--- src/rtl/turbo_pkg.sv ---
// Shared constants and types for the turbo RSC encoder pair.
// The optional TURBO_STATE_MON_EN build adds state-monitor ports on the top level.
package turbo_pkg;

    localparam int RSC_MEM  = 3;
    localparam int TAIL_LEN = RSC_MEM;

    // Tap masks over the state vector, bit i = s_i.
    localparam logic [RSC_MEM-1:0] G_FB  = 3'b110;
    localparam logic [RSC_MEM-1:0] G_PAR = 3'b101;

    typedef logic [RSC_MEM-1:0] rsc_state_t;

endpackage

--- src/rtl/turbo_rsc_pair_if.sv ---
// Control strobes from the encode FSM and output streams to the formatter.
// Debug state and term_err signals exist only when TURBO_STATE_MON_EN is defined.
interface turbo_rsc_pair_if;
    import turbo_pkg::*;

    logic enable;
    logic trellis_enable;
    logic clr;
    logic data_in;
    logic data_in_int;

    logic sys_out;
    logic par1_out;
    logic par2_out;
    logic sys2_out;
    logic out_valid;
    logic out_tail;
    logic tail_done;

`ifdef TURBO_STATE_MON_EN
    rsc_state_t enc1_state;
    rsc_state_t enc2_state;
    logic       term_err;

    modport master (
        output enable, trellis_enable, clr, data_in, data_in_int,
        input  sys_out, par1_out, par2_out, sys2_out, out_valid, out_tail, tail_done,
        input  enc1_state, enc2_state, term_err
    );

    modport slave (
        input  enable, trellis_enable, clr, data_in, data_in_int,
        output sys_out, par1_out, par2_out, sys2_out, out_valid, out_tail, tail_done,
        output enc1_state, enc2_state, term_err
    );
`else
    modport master (
        output enable, trellis_enable, clr, data_in, data_in_int,
        input  sys_out, par1_out, par2_out, sys2_out, out_valid, out_tail, tail_done
    );

    modport slave (
        input  enable, trellis_enable, clr, data_in, data_in_int,
        output sys_out, par1_out, par2_out, sys2_out, out_valid, out_tail, tail_done
    );
`endif

endinterface

--- src/rtl/turbo_rsc_pair_rsc_core.sv ---
// One constituent RSC encoder: feedback 1+D^2+D^3, parity 1+D+D^3.
// The state output port is present only when TURBO_STATE_MON_EN is defined.
module rsc_core
    import turbo_pkg::*;
(
    input  logic       clk,
    input  logic       rst_n,
    input  logic       u_i,
    input  logic       step_i,
    input  logic       tail_i,
    input  logic       clr_i,
    output logic       parity_o,
    output logic       tail_u_o
`ifdef TURBO_STATE_MON_EN
    ,
    output rsc_state_t state_o
`endif
);

    rsc_state_t state_q;
    rsc_state_t state_d;
    logic       u_eff;
    logic       fb;

    // Feeding back the feedback taps as input forces fb to 0 and flushes the trellis.
    assign tail_u_o = ^(state_q & G_FB);
    assign u_eff    = tail_i ? tail_u_o : u_i;
    assign fb       = u_eff ^ (^(state_q & G_FB));
    assign parity_o = fb ^ (^(state_q & G_PAR));

    always_comb begin
        state_d = state_q;
        if (step_i || tail_i) begin
            state_d = {state_q[RSC_MEM-2:0], fb};
        end else if (clr_i) begin
            state_d = '0;
        end
    end

    always_ff @(posedge clk or negedge rst_n) begin
        if (!rst_n) begin
            state_q <= '0;
        end else begin
            state_q <= state_d;
        end
    end

`ifdef TURBO_STATE_MON_EN
    assign state_o = state_q;
`endif

endmodule

--- src/rtl/turbo_rsc_pair.sv ---
// Dual RSC encoder datapath with trellis termination and a registered output stage.
// Defining TURBO_STATE_MON_EN adds enc1_state/enc2_state debug outputs and sticky term_err.
module turbo_rsc_pair
    import turbo_pkg::*;
#(
    parameter int TAIL_LEN = turbo_pkg::TAIL_LEN
) (
    input  logic             clk,
    input  logic             reset_n,
    turbo_rsc_pair_if.slave  bus
);

    localparam int                CNT_W     = $clog2(TAIL_LEN + 1);
    localparam logic [CNT_W-1:0]  TAIL_MAX  = CNT_W'(TAIL_LEN);
    localparam logic [CNT_W-1:0]  TAIL_LAST = CNT_W'(TAIL_LEN - 1);

    logic [CNT_W-1:0] tail_cnt_q, tail_cnt_d;
    logic             tail_go, step_go, clr_go;
    logic             par1, par2, tail_u1, tail_u2;

    logic sys_q, sys_d;
    logic par1_q, par1_d;
    logic par2_q, par2_d;
    logic sys2_q, sys2_d;
    logic valid_q, valid_d;
    logic tail_q, tail_d;
    logic done_q, done_d;

    // Termination outranks encode; clr is dropped whenever either window is open.
    assign tail_go = bus.trellis_enable && (tail_cnt_q < TAIL_MAX);
    assign step_go = bus.enable && !bus.trellis_enable;
    assign clr_go  = bus.clr && !bus.enable && !bus.trellis_enable;

`ifdef TURBO_STATE_MON_EN
    rsc_state_t st1, st2;
    logic       term_err_q, term_err_d;
`endif

    rsc_core u_enc1 (
        .clk      (clk),
        .rst_n    (reset_n),
        .u_i      (bus.data_in),
        .step_i   (step_go),
        .tail_i   (tail_go),
        .clr_i    (clr_go),
        .parity_o (par1),
        .tail_u_o (tail_u1)
`ifdef TURBO_STATE_MON_EN
        ,
        .state_o  (st1)
`endif
    );

    rsc_core u_enc2 (
        .clk      (clk),
        .rst_n    (reset_n),
        .u_i      (bus.data_in_int),
        .step_i   (step_go),
        .tail_i   (tail_go),
        .clr_i    (clr_go),
        .parity_o (par2),
        .tail_u_o (tail_u2)
`ifdef TURBO_STATE_MON_EN
        ,
        .state_o  (st2)
`endif
    );

    always_comb begin
        tail_cnt_d = tail_cnt_q;
        sys_d      = 1'b0;
        par1_d     = 1'b0;
        par2_d     = 1'b0;
        sys2_d     = 1'b0;
        valid_d    = 1'b0;
        tail_d     = 1'b0;
        done_d     = 1'b0;

        if (!bus.trellis_enable) begin
            tail_cnt_d = '0;
        end else if (tail_go) begin
            tail_cnt_d = tail_cnt_q + 1'b1;
        end

        if (tail_go) begin
            sys_d   = tail_u1;
            par1_d  = par1;
            sys2_d  = tail_u2;
            par2_d  = par2;
            valid_d = 1'b1;
            tail_d  = 1'b1;
            done_d  = (tail_cnt_q == TAIL_LAST);
        end else if (step_go) begin
            sys_d   = bus.data_in;
            par1_d  = par1;
            par2_d  = par2;
            valid_d = 1'b1;
        end
    end

`ifdef TURBO_STATE_MON_EN
    // States are sampled on the cycle tail_done is visible, i.e. after the last tail step.
    assign term_err_d = term_err_q | (done_q & ((|st1) | (|st2)));
`endif

    always_ff @(posedge clk or negedge reset_n) begin
        if (!reset_n) begin
            tail_cnt_q <= '0;
            sys_q      <= 1'b0;
            par1_q     <= 1'b0;
            par2_q     <= 1'b0;
            sys2_q     <= 1'b0;
            valid_q    <= 1'b0;
            tail_q     <= 1'b0;
            done_q     <= 1'b0;
`ifdef TURBO_STATE_MON_EN
            term_err_q <= 1'b0;
`endif
        end else begin
            tail_cnt_q <= tail_cnt_d;
            sys_q      <= sys_d;
            par1_q     <= par1_d;
            par2_q     <= par2_d;
            sys2_q     <= sys2_d;
            valid_q    <= valid_d;
            tail_q     <= tail_d;
            done_q     <= done_d;
`ifdef TURBO_STATE_MON_EN
            term_err_q <= term_err_d;
`endif
        end
    end

    assign bus.sys_out   = sys_q;
    assign bus.par1_out  = par1_q;
    assign bus.par2_out  = par2_q;
    assign bus.sys2_out  = sys2_q;
    assign bus.out_valid = valid_q;
    assign bus.out_tail  = tail_q;
    assign bus.tail_done = done_q;

`ifdef TURBO_STATE_MON_EN
    assign bus.enc1_state = st1;
    assign bus.enc2_state = st2;
    assign bus.term_err   = term_err_q;
`endif

endmodule

--- src/flat_wrapper.sv ---
// flat-port wrapper written by rule: the top's interface ports become plain ports
module turbo_rsc_pair_flat import turbo_pkg::*;
#(
    parameter int TAIL_LEN = turbo_pkg::TAIL_LEN
)
  (clk, reset_n, bus_enable, bus_trellis_enable, bus_clr, bus_data_in, bus_data_in_int, bus_sys_out, bus_par1_out, bus_par2_out, bus_sys2_out, bus_out_valid, bus_out_tail, bus_tail_done);
  turbo_rsc_pair_if bus_i ();
  input  logic clk;
  input  logic reset_n;
  input wire logic [$bits(bus_i.enable)-1:0] bus_enable;
  input wire logic [$bits(bus_i.trellis_enable)-1:0] bus_trellis_enable;
  input wire logic [$bits(bus_i.clr)-1:0] bus_clr;
  input wire logic [$bits(bus_i.data_in)-1:0] bus_data_in;
  input wire logic [$bits(bus_i.data_in_int)-1:0] bus_data_in_int;
  output wire logic [$bits(bus_i.sys_out)-1:0] bus_sys_out;
  output wire logic [$bits(bus_i.par1_out)-1:0] bus_par1_out;
  output wire logic [$bits(bus_i.par2_out)-1:0] bus_par2_out;
  output wire logic [$bits(bus_i.sys2_out)-1:0] bus_sys2_out;
  output wire logic [$bits(bus_i.out_valid)-1:0] bus_out_valid;
  output wire logic [$bits(bus_i.out_tail)-1:0] bus_out_tail;
  output wire logic [$bits(bus_i.tail_done)-1:0] bus_tail_done;
  assign bus_i.enable = bus_enable;
  assign bus_i.trellis_enable = bus_trellis_enable;
  assign bus_i.clr = bus_clr;
  assign bus_i.data_in = bus_data_in;
  assign bus_i.data_in_int = bus_data_in_int;
  assign bus_sys_out = bus_i.sys_out;
  assign bus_par1_out = bus_i.par1_out;
  assign bus_par2_out = bus_i.par2_out;
  assign bus_sys2_out = bus_i.sys2_out;
  assign bus_out_valid = bus_i.out_valid;
  assign bus_out_tail = bus_i.out_tail;
  assign bus_tail_done = bus_i.tail_done;
  turbo_rsc_pair #(.TAIL_LEN(TAIL_LEN)) u_core (.clk(clk), .reset_n(reset_n), .bus(bus_i));
endmodule
--- config.mk ---
export PLATFORM = sky130hd
export DESIGN_NAME = turbo_rsc_pair_flat
export DESIGN_NICKNAME = d
export VERILOG_FILES = /design/src/rtl/turbo_pkg.sv /design/src/rtl/turbo_rsc_pair_if.sv /design/src/rtl/turbo_rsc_pair_rsc_core.sv /design/src/rtl/turbo_rsc_pair.sv /design/src/flat_wrapper.sv
export SDC_FILE = /design/constraint.sdc
export NUM_CORES = 1
export LEC_CHECK = 0
export BUFFER_PORTS_ARGS = -buffer_cell sky130_fd_sc_hd__buf_2
export CAP_MARGIN = 20
export CELL_PAD_IN_SITES_DETAIL_PLACEMENT = 0
export CELL_PAD_IN_SITES_GLOBAL_PLACEMENT = 1
export CORE_UTILIZATION = 43
export DETAILED_ROUTE_END_ITERATION = 12
export PLACE_DENSITY = 0.88
export SLEW_MARGIN = 10
export SYNTH_ARGS = -nofsm -noshare
export SYNTH_HDL_FRONTEND = slang
export SYNTH_SLANG_ARGS = --single-unit
--- constraint.sdc ---
create_clock -name clk -period 2.8 [get_ports clk]
set_clock_uncertainty 0.2 [all_clocks]
set_input_delay 0.14 -clock clk [delete_from_list [all_inputs] [get_ports clk]]
set_output_delay 0.14 -clock clk [all_outputs]
set_load 0.01 [all_outputs]
### After elaboration in Yosys (flattened, before gate mapping)

Index checks and enable logic that the tools add are counted.

* register bits: 15
* bits of input ports: 7
* logic and storage cells: 48

* add/subtract/negate cells: 1
* magnitude comparators: 1
* equal/unequal tests: 2
* multiplexer cells: 18
* bitwise operators: 4
* reductions and logical operators: 12

Operators by type and width (number)
* 2-to-1 mux 1 bit: 13
* XOR reduction 3 bit: 4
* 2-to-1 mux 3 bit: 3
* logical AND 1 bit: 4
* 2-to-1 mux 2 bit: 2
* bitwise XOR 1 bit: 4
* adder 2 x 1 -> 2 bit (second input constant): 1
* == test 2 bit (second input constant): 1
* logical NOT 1 bit: 2
* less-than comparator 2 bit (second input constant): 1
* inequality test 2 x 1 -> 1 bit (second input constant): 1
* nonzero test 2 bit: 1
* logical OR 1 bit: 1

### Longest topological paths before layout

Gate-level depths: netlist of the first run.

* depth in word-level cells: 7
* depth in mapped cells: 5
* mapped depth without buffers: 4

### By module

Synthesis of the first run repeated with hierarchy kept, for this count alone.

* cells, all modules: 63
* area total of the unflattened synthesis: 715.7 um^2

Modules (own cells, without submodules)
* turbo_rsc_pair: times used 1, cells each 28, area an instance 356.6 um^2
* rsc_core (u_core.u_enc1): times used 1, cells each 17, area an instance 180.2 um^2
* rsc_core (u_core.u_enc2): times used 1, cells each 18, area an instance 178.9 um^2

### Least setup slack after synthesis of the first run

Ideal clock, no wire load.

* path type: register to register
* from: reg u_core.tail_cnt_q[0]
* to: reg u_core.u_enc1.state_q[1]
* arrival time: 1.216 ns
* data required time: 2.479 ns
* path slack: 1.263 ns
* stages on the path, launching flop included: 6
* buffers on the path: 1
* period minus slack after synthesis: 1.537 ns
* cells stage by stage: dfrtp_1 -> ha_1 -> nand2_1 -> and2_4 -> buf_6 -> a22o_1

* longest elaborated chain between the ends: 4
* elaborated cells on any way between the ends: 5
* classes of those cells: 1 x order compare; 1 x mux; 3 x reduce/logical

RTL lines
* start: declaration: RTL line turbo_rsc_pair.sv:17 `logic [CNT_W-1:0] tail_cnt_q, tail_cnt_d;`
* start signal: assignment: RTL line turbo_rsc_pair.sv:120 `tail_cnt_q <= tail_cnt_d;`
* less-than comparator 2 bit *: RTL line turbo_rsc_pair.sv:30 `assign tail_go = bus.trellis_enable && (tail_cnt_q < TAIL_MAX);`
* logical AND 1 bit *: RTL line turbo_rsc_pair.sv:30
* logical OR 1 bit *: RTL line turbo_rsc_pair_rsc_core.sv:33 `if (step_i || tail_i) begin`
* 2-to-1 mux 3 bit or nonzero test 2 bit (tied branches)
* end signal: assignment: RTL line turbo_rsc_pair_rsc_core.sv:44 `state_q <= state_d;`
* end: declaration: RTL line turbo_rsc_pair_rsc_core.sv:20 `rsc_state_t state_q;`

Mark *: on every way between the ends. The rest lies on a longest branch, timed or not.
A chain may end at the register's enable or synchronous reset.

### Final worst setup path of the first run

* from: reg u_core.tail_cnt_q[0]
* to: reg u_core.par2_q (netlist: u_core.bus.par2_out)

* longest elaborated chain between the ends: 7

RTL lines
* less-than comparator 2 bit *: RTL line turbo_rsc_pair.sv:30
* logical AND 1 bit *: RTL line turbo_rsc_pair.sv:30
* 2-to-1 mux 1 bit: RTL line turbo_rsc_pair_rsc_core.sv:27 `assign u_eff = tail_i ? tail_u_o : u_i;`
* bitwise XOR 1 bit: RTL line turbo_rsc_pair_rsc_core.sv:28 `assign fb = u_eff ^ (^(state_q & G_FB));`
* bitwise XOR 1 bit: RTL line turbo_rsc_pair_rsc_core.sv:29 `assign parity_o = fb ^ (^(state_q & G_PAR));`
* 2-to-1 mux 1 bit: RTL line turbo_rsc_pair.sv:93 `end else if (step_go) begin`
* 2-to-1 mux 1 bit *: RTL line turbo_rsc_pair.sv:85 `if (tail_go) begin`
* via u_core.par2_d: RTL line turbo_rsc_pair.sv:23 `logic par2_q, par2_d;`
* end signal: assignment: RTL line turbo_rsc_pair.sv:123 `par2_q <= par2_d;`
* end: declaration: RTL line turbo_rsc_pair.sv:23

Mark *: on every way through the listed nets, which the timed path passes. The rest lies on a longest branch.

==> flow_summary_export.csv, run 1 <==
group,metric,value,unit
floorplanning,ios,14,
timing,setup_ws,1190,ps
critical_path,path_class,"reg2reg",
yosys,synth_edf_count,0,
grt,grt_max_degree,16,
yosys,synthCells,55,
cts,cts_resized,0,
timing,rsz0062_at_grt,"no",
floorplanning,fp.dieH,42.1,µm
pwr,power_switching,0.148,mW
grt,grt_pass1_vias,398,
floorplanning,coreArea,1510,µm²
route,route.antenna.remaining_nets,0,
route,wl_met2,486,µm
route,maxUsedRoutingLayer,"met4",
cells_and_area,fin_nets,83,
placed_design,post-place-ws,1200,ps
outcome,status,"finished, final reports clean",
cts,insertion_delay,270,ps
pwr,p_seq_frac,0.527,
critical_path,path_cells,"ha_1 > nand2b_1 > mux2i_1 > mux2i_1",
yosys,seq_area_frac_synth,0.543,
timing,setup_violations,0,
cts,cts-root-buf,"clkbuf_4",
yosys,ys.flop_type,"dfrtp_1",
pwr,leakagePower,0.427,nW
route,wl_met3,34,µm
route,drcViolationCount,0,
route,routed_wl,1.10,mm
timing,slew_headroom,0.783,
grt,grtUsageTotal,0.139,
timing,tightest_slew,325,ps
yosys,synth_top_cell_area_share,0.543,
pwr,power.density,637,nW/µm²
critical_path,reg2reg_slack,1190,ps
timing,fin_crit,1610,ps
grt,grt_pass1_wl,1.73,mm
yosys,async_flop_share,1.00,
worst_hold_path,hp-class,"in2reg",
yosys,synth_top_area_cell,"dfrtp_1",
floorplanning,dieArea,1770,µm²
cts,h-tree-depth,1,
grt,grt_overflow,0,
cells_and_area,num_antenna_cells,0,
yosys,ys_ff_latch,15,
route,dr.pass1.iters,3,
cts,cts_setup_buffers,0,
cts,ctsHoldBuffers,3,
job,cap_viol_max_count,0,
floorplanning,die_w,42.1,µm
critical_path,cp_common_cell,"mux2i_1",
pwr,internal_power,0.368,mW
timing,holdWs,37.5,ps
yosys,synth_fp_nets,64,
timing,max_freq,623,MHz
route,drt-wirelength-per-cell,12.3,µm
critical_path,cp_slowest_stage_delay,410,ps
timing,min_period_over_period,0.573,
timing,hold_viol,0,
placed_design,port_buffers,13,
cts,clkSinkCount,15,
yosys,synth.distinct_cells,19,
grt,grt_antenna_before_repair,0,
pwr,ir_drop,270,µV
timing,slew_violations,0,
timing,finalSetupTns,0,ps
pwr,clock_power_share,0.235,
yosys,yosysWarnings,0,
floorplanning,rows,14,
pwr,p_sw_frac,0.288,
pwr,p_comb_frac,0.239,
cts,cts.clk_slew.worst_paths,90,ps
cells_and_area,drive_above_1_share,0.247,
route,drtIter0Drc,9,
placed_design,gp_congestion,0.742,
placed_design,dpl.hpwl,770,µm
yosys,synth_common_cells,"dfrtp_1, a22o_1, mux2i_1, xor2_1",
cells_and_area,fillerInstances,144,
cts,cts_tree,"done",
critical_path,worst_setup_path_end_kind,"register",
route,drt-vias-per-instance,4.96,
cts,cts_buffers,3,
critical_path,critPathLaunchType,"register",
critical_path,cp.arrival,1610,ps
critical_path,cp_slowest_cell,"dfrtp_1",
cells_and_area,utilization,0.537,
critical_path,critPathMaxFanout,5,
cts,clockBufferDepth,2,
yosys,synth.cell_area,691,µm²
cells_and_area,area_delta_synth_final,17.2,%
critical_path,crit_required,2800,ps
floorplanning,start_util,0.458,
yosys,synth_area_per_cell,12.6,µm²
yosys,post-synth-top-count-cell,"dfrtp_1",
route,num_vias,441,
yosys,synth_area_leaders,"dfrtp_1, a22o_1, mux2i_1",
route,wirelength_met1,554,µm
[stage by stage]
stage | cell area, µm² | instances | power (mW)
5_1_grt | 810 | 89 | 0.545
4_1_cts | 810 | 89 | 0.519
2_1_floorplan | 691 | 55 | 0.360
3_3_place_gp | 753 | 82 | 0.393
3_5_place_dp | 753 | 82 | 0.395
6_report | 810 | 89 | 0.516
[cells in the final DEF, fill, tap and decap left out]
cell type and n:
or2_1 1, nand2_1 2, dlygate4sd3_1 3, o21ai_0 1, clkbuf_4 3, xor2_1 4
o21ai_2 1, a22o_1 7, and2_4 1, inv_1 2, and2_1 3, nand3_1 2
and2b_1 1, buf_2 13, xnor2_1 3, clkbuf_1 1, mux2i_1 4, nand3b_1 2
dfrtp_1 15, ha_1 2, nand2b_1 1, nor2_1 1
[critical path: cells and delay by family (launching register included)]
kind | cells | cell delay [ps]
flops | 1 | 410
fa+ha+maj | 1 | 270
mux | 2 | 420
simple gates | 1 | 240
[logic make-up (layout without fill, tap and decap cells)]
group | count (synthesis) | count (layout) | share of synthesized area
AO/OA/AOI/OAI | 9 | 9 | 0.109
adder cells (fa/ha/maj) | 2 | 2 | 0.0362
XOR/XNOR | 7 | 7 | 0.0888
buffers and inverters | 4 | 22 | 0.0435
flip-flops | 15 | 15 | 0.543
multiplexers | 4 | 4 | 0.0580
AND/OR/NAND/NOR | 14 | 14 | 0.121
[state kept, by name, summed over array words and instances (netlist names)]
name                   count
u_core.bus.par2_out        1
u_core.bus.tail_done       1
u_core.tail_cnt_q          2
u_core.bus.sys_out         1
u_core.u_enc1.state_q      3
u_core.u_enc2.state_q      3
u_core.bus.sys2_out        1
u_core.bus.par1_out        1
u_core.bus.out_valid       1
u_core.bus.out_tail        1
[power by group through the flow]
stage	sequential [mW]	combinational, mW	clock (mW)
floorplan	0.281	0.0790	0
global placement	0.275	0.118	0
detailed placement	0.275	0.120	0
CTS	0.271	0.124	0.124
global route	0.276	0.136	0.133
finish	0.272	0.123	0.121
[routing by layer]
layer | GRT usage | vias to the layer above
met5 | 0 | -
met4 | 0.113 | 0
met3 | 0.0388 | 2
met2 | 0.188 | 10
met1 | 0.184 | 206
li1 | - | 223
[path summary, 6_finish.rpt]
path	cells after the start	start	endpoint
worst max-delay path	4	u_core.tail_cnt_q[0]$_DFFE_PN0P_	u_core.bus.par2_out$_DFF_PN0_
worst min-delay path	3	bus_data_in_int	u_core.u_enc2.state_q[0]$_DFFE_PN0P_
worst max register to register	4	u_core.tail_cnt_q[0]$_DFFE_PN0P_	u_core.bus.par2_out$_DFF_PN0_
worst min register to register	1	u_core.u_enc2.state_q[0]$_DFFE_PN0P_	u_core.u_enc2.state_q[1]$_DFFE_PN0P_
max in group asynchronous	2	reset_n	u_core.bus.out_tail$_DFF_PN0_
min in group asynchronous	2	reset_n	u_core.u_enc1.state_q[1]$_DFFE_PN0P_
[area by class of cell]
class                           instances  area, µm²  share of cell area
Multi-Input combinational cell         36        285               0.352
Sequential cell                        15        375               0.464
Tap cell                               16       20.0              0.0247
Clock buffer                            4       26.3              0.0325
Timing Repair Buffer                   16       95.1               0.117
Inverter                                2       7.51             0.00927
No activity file was read; power rests on OpenSTA's default activity.
==> run 2, diff against run 1 <==
--- a/config.mk
+++ b/config.mk
@@ -9,9 +9,9 @@
 export CAP_MARGIN = 20
 export CELL_PAD_IN_SITES_DETAIL_PLACEMENT = 0
 export CELL_PAD_IN_SITES_GLOBAL_PLACEMENT = 1
-export CORE_UTILIZATION = 43
+export CORE_UTILIZATION = 40
 export DETAILED_ROUTE_END_ITERATION = 12
-export PLACE_DENSITY = 0.88
+export PLACE_DENSITY = 0.84
 export SLEW_MARGIN = 10
 export SYNTH_ARGS = -nofsm -noshare
 export SYNTH_HDL_FRONTEND = slang
==> constraint.sdc (replaced) <==
create_clock -name clk -period 1.5 [get_ports clk]
set_clock_uncertainty 0.2 [all_clocks]
set_input_delay 0.075 -clock clk [delete_from_list [all_inputs] [get_ports clk]]
set_output_delay 0.075 -clock clk [all_outputs]
set_load 0.01 [all_outputs]
==> flow_summary_export.csv, run 2 (synthesis results as in run 1) <==
group,metric,value,unit
cts,cts_tree,"done",
floorplanning,die_w,43.6,µm
cells_and_area,seq_area,375,µm²
cts,insertion_delay,280,ps
floorplanning,start_util,0.443,
critical_path,reg2reg_slack,50,ps
pwr,p_total,1.02,mW
critical_path,cp.arrival,1460,ps
pwr,power.density,1140,nW/µm²
critical_path,r2r_cells,4,
route,num_vias,462,
route,drt-vias-per-instance,4.81,
critical_path,critPathLaunchType,"register",
job,cap_viol_max_count,0,
route,drtIter0Drc,14,
cells_and_area,drive_above_1_share,0.325,
cts,clkSinkCount,15,
timing,slew_violations,0,
grt,grt_pass1_vias,422,
grt,grtUsageTotal,0.145,
floorplanning,dieArea,1900,µm²
grt,grt_overflow,0,
timing,holdWs,21.6,ps
pwr,leakagePower,0.459,nW
outcome,violations,"design-rule violations",
floorplanning,ios,14,
critical_path,critPathMaxFanout,4,
cells_and_area,fin_nets,90,
critical_path,startpoint,"u_core.tail_cnt_q[1]$_DFFE_PN0P_",
cts,h-tree-depth,1,
floorplanning,rows,14,
cts,clockBufferDepth,2,
timing,tightest_slew,328,ps
cells_and_area,final_cell_mix,"dfrtp_1, buf_2, a22o_1, dlygate4sd3_1",
placed_design,placed_area,773,µm²
route,drcViolationCount,5,
grt,grt_max_degree,16,
route,routed_wl,1.14,mm
timing,fin_crit,1450,ps
cells_and_area,fillerInstances,130,
grt,grt_pass1_wl,1.81,mm
critical_path,r2r_end,"u_core.bus.par2_out$_DFF_PN0_",
cells_and_area,final_cell_area,896,µm²
cts,cts-root-buf,"clkbuf_4",
timing,max_freq,687,MHz
floorplanning,fp.dieH,43.6,µm
route,route.antenna.remaining_nets,0,
cells_and_area,num_antenna_cells,0,
timing,rsz0062_at_grt,"yes",
cells_and_area,area_delta_synth_final,29.7,%
timing,hold_viol,0,
cts,cts.clk_slew.worst_paths,80,ps
pwr,ir_drop,611,µV
timing,slew_headroom,0.781,
outcome,status,"finished with violations",
critical_path,worstReg2RegStart,"u_core.tail_cnt_q[1]$_DFFE_PN0P_",
worst_hold_path,hp-class,"in2async",
placed_design,gp_congestion,0.769,
placed_design,port_buffers,13,
floorplanning,coreArea,1560,µm²
critical_path,worst_setup_path_end_kind,"register",
critical_path,path_class,"reg2reg",
critical_path,crit_required,1500,ps
timing,min_period_over_period,0.970,
cells_and_area,top_regs,"u_core.u_enc1.state_q x3, u_core.u_enc2.state_q x3, u_core.tail_cnt_q x2",
timing,setup_violations,0,
critical_path,worstSetupEndpoint,"u_core.bus.par2_out$_DFF_PN0_",
route,drt-wirelength-per-cell,11.9,µm
route,dr.pass1.iters,8,
cells_and_area,utilization,0.575,
cells_and_area,final_common_cell,"dfrtp_1",
grt,grt_antenna_before_repair,0,
placed_design,dpl.hpwl,826,µm
cts,cts_buffers,3,
cells_and_area,multi_input_area,312,µm²
==> run 2: power by group <==
group | leakage [nW] | internal, mW | switching (mW)
clock | 0.0150 | 0.103 | 0.118
sequential | 0.195 | 0.465 | 0.0443
combinational | 0.250 | 0.159 | 0.128
total | 0.459 | 0.727 | 0.290
==> run 2: how the worst min path moves through the flow <==
stage / start / endpoint / slack [ps] / cells after the start
after floorplan: reset_n / u_core.bus.out_tail$_DFF_PN0_ / -420 / 0
after global placement: reset_n / u_core.bus.sys2_out$_DFF_PN0_ / -210 / 1
final: reset_n / u_core.bus.out_valid$_DFF_PN0_ / 20 / 2
after global routing: bus_enable / u_core.u_enc2.state_q[0]$_DFFE_PN0P_ / 20 / 3
after CTS: reset_n / u_core.bus.sys2_out$_DFF_PN0_ / 10 / 2
after detailed placement: reset_n / u_core.bus.sys2_out$_DFF_PN0_ / -210 / 1
==> run 2: area by class of cell <==
| cell class | count | area share |
|---|---|---|
| flip-flops and latches | 15 | 0.419 |
| multi-input cells | 36 | 0.348 |
| well taps | 16 | 0.0223 |
| inverters | 2 | 0.00838 |
| clock buffers | 4 | 0.0293 |
| repair buffers | 23 | 0.173 |
==> run 2: through the flow <==
stage                     setup WS, ps  setup TNS (ps)  cells
after floorplan                   26.3               0     55
after global placement            38.2               0     84
after detailed placement         -47.9           -77.1     84
after CTS                         15.4               0     94
after global routing             -49.5           -49.5     96
final                             45.4               0     96
==> run 2: critical path: stages (launching register included) <==
cell and delay [ps]:
dfrtp_1 420, ha_4 180, nand2b_4 160, mux2i_2 200, mux2i_1 220
==> run 2: metal layers <==
metal	global-route usage	part of all wire
met5	0	0
met4	0.113	0.017
met3	0.0625	0.038
met2	0.209	0.47
met1	0.167	0.48
==> run 2: repair_timing <==
action / in CTS / in global routing
endpoints found under the hold margin: 24 / 0
hold buffers: 6 / 0
resized for setup: 2 / 3
setup buffers: 0 / 2
pin swaps: 0 / 1
endpoints found under the setup margin: 2 / 4
==> run 3, diff against run 2 <==
--- a/config.mk
+++ b/config.mk
@@ -10,6 +10,7 @@
 export CELL_PAD_IN_SITES_DETAIL_PLACEMENT = 0
 export CELL_PAD_IN_SITES_GLOBAL_PLACEMENT = 1
 export CORE_UTILIZATION = 40
+export CTS_BUF_LIST = sky130_fd_sc_hd__clkbuf_4 sky130_fd_sc_hd__clkbuf_8 sky130_fd_sc_hd__clkbuf_16
 export DETAILED_ROUTE_END_ITERATION = 12
 export PLACE_DENSITY = 0.84
 export SLEW_MARGIN = 10
==> flow_summary_export.csv, run 3 (synthesis results as in run 1) <==
group,metric,value,unit
cells_and_area,num_antenna_cells,0,
cells_and_area,drive_above_1_share,0.338,
grt,grtUsageTotal,0.146,
route,wl_met3,38,µm
timing,fin_crit,1440,ps
route,drt-vias-per-instance,4.83,
floorplanning,fp.dieH,43.6,µm
critical_path,cp_slowest_cell,"dfrtp_1",
route,route.antenna.remaining_nets,0,
grt,grt_overflow,0,
critical_path,cp_slowest_stage_delay,420,ps
critical_path,critPathMaxFanout,2,
cells_and_area,top_regs,"u_core.u_enc1.state_q x3, u_core.u_enc2.state_q x3, u_core.tail_cnt_q x2",
timing,slew_headroom,0.781,
worst_hold_path,hp-class,"in2async",
timing,rsz0062_at_grt,"yes",
critical_path,r2r_cells,5,
cells_and_area,final_cell_mix,"dfrtp_1, buf_2, a22o_1, dlygate4sd3_1",
critical_path,r2r_end,"u_core.tail_cnt_q[1]$_DFFE_PN0P_",
floorplanning,ios,14,
cts,cts_buffers,3,
critical_path,cp_common_cell,"buf_4",
cts,cts-root-buf,"clkbuf_4",
timing,hold_viol,0,
pwr,ir_drop,588,µV
critical_path,cp.arrival,1420,ps
critical_path,reg2reg_slack,60,ps
timing,tightest_slew,329,ps
route,wirelength_met1,545,µm
placed_design,gp_congestion,0.769,
cts,cts.clk_slew.worst_paths,90,ps
cells_and_area,final_common_cell,"dfrtp_1",
job,cap_viol_max_count,0,
timing,setup_violations,0,
placed_design,placed_area,773,µm²
route,dr.pass1.iters,8,
cts,clockBufferDepth,2,
cts,h-tree-depth,1,
floorplanning,die_w,43.6,µm
route,wl_met2,512,µm
timing,slew_violations,0,
outcome,violations,"design-rule violations",
cts,insertion_delay,280,ps
cts,clkSinkCount,15,
cells_and_area,area_delta_synth_final,30.3,%
cells_and_area,fin_nets,90,
critical_path,path_cells,"buf_4 > buf_4 > ha_1 > o21ai_1 > and2_1",
critical_path,worstReg2RegStart,"u_core.tail_cnt_q[1]$_DFFE_PN0P_",
critical_path,path_class,"reg2reg",
grt,grt_pass1_wl,1.84,mm
critical_path,critPathLaunchType,"register",
cells_and_area,fillerInstances,128,
grt,grt_max_degree,16,
placed_design,dpl.hpwl,826,µm
outcome,status,"finished with violations",
cells_and_area,final_cell_area,900,µm²
timing,max_freq,694,MHz
route,drcViolationCount,5,
floorplanning,start_util,0.443,
route,maxUsedRoutingLayer,"met4",
timing,holdWs,14.9,ps
route,routed_wl,1.14,mm
grt,grt_antenna_before_repair,0,
pwr,leakagePower,0.463,nW
route,drt-wirelength-per-cell,11.8,µm
critical_path,crit_required,1480,ps
route,num_vias,464,
placed_design,port_buffers,13,
route,drtIter0Drc,15,
grt,grt_pass1_vias,423,
pwr,power.density,1160,nW/µm²
timing,min_period_over_period,0.961,
cells_and_area,utilization,0.577,
floorplanning,rows,14,
floorplanning,dieArea,1900,µm²
cts,cts_tree,"done",
critical_path,worst_setup_path_end_kind,"register",
floorplanning,coreArea,1560,µm²
-- run 3: cell count changes in the layout (fill, tap and decap cells not counted) --
cell      before  now
clkbuf_1       1    0
clkbuf_4       3    4
-- run 3: metal layers --
layer | GRT usage | vias to the layer above
met3 | 0.0625 | 5
met5 | 0 | -
li1 | - | 237
met1 | 0.170 | 210
met4 | 0.113 | 0
met2 | 0.212 | 12
-- run 3: what timing repair did --
action,in CTS,in global routing
hold buffers,6,0
endpoints found under the hold margin,24,0
gates cloned,0,0
resized for setup,2,3
pin swaps,0,1
setup buffers,0,2
setup endpoints to repair,2,2
-- run 3: how the worst max path moves through the flow --
stage          slack (ps)                              endpoint                        startpoint  cells past startpoint
6_report               60      u_core.tail_cnt_q[1]$_DFFE_PN0P_  u_core.tail_cnt_q[1]$_DFFE_PN0P_                      5
5_1_grt               -50         u_core.bus.par2_out$_DFF_PN0_  u_core.tail_cnt_q[1]$_DFFE_PN0P_                      4
3_3_place_gp           40         u_core.bus.par1_out$_DFF_PN0_  u_core.tail_cnt_q[0]$_DFFE_PN0P_                      4
2_1_floorplan          30  u_core.u_enc1.state_q[1]$_DFFE_PN0P_  u_core.tail_cnt_q[0]$_DFFE_PN0P_                      5
3_5_place_dp          -50         u_core.bus.par2_out$_DFF_PN0_  u_core.tail_cnt_q[0]$_DFFE_PN0P_                      4
4_1_cts                10         u_core.bus.par2_out$_DFF_PN0_  u_core.tail_cnt_q[1]$_DFFE_PN0P_                      4
-- run 3: worst max-delay path: cells and delay by family, from the launching register on --
| kind | cells | cell delay [ps] |
|---|---|---|
| buffers and inverters | 2 | 260 |
| adders and majority gates | 1 | 260 |
| AOI/OAI and AO/OA | 1 | 50 |
| DFF | 1 | 420 |
| and+or+nand+nor | 1 | 140 |
-- run 3: power by group --
part	internal (mW)	switching, mW	total [mW]	leakage [nW]
Clock	0.121	0.123	0.245	0.0184
Combinational	0.159	0.127	0.285	0.250
Sequential	0.465	0.0446	0.510	0.195
-- run 3: cell type report --
type	count	area, µm²	area share
Multi-Input combinational cell	36	312	0.346
Timing Repair Buffer	23	155	0.172
Clock buffer	4	30.0	0.0334
Tap cell	16	20.0	0.0223
Inverter	2	7.51	0.00834
Sequential cell	15	375	0.417
-- run 3: per-stage QoR --
step                TNS [ps]  cells  worst slack, ps  power [mW]
floorplan                  0     55             26.3       0.673
global placement           0     84             38.2       0.753
detailed placement     -77.1     84            -47.9       0.760
CTS                        0     94             14.4        1.02
global route           -45.2     96            -45.2        1.11
finish                     0     96             58.1        1.04
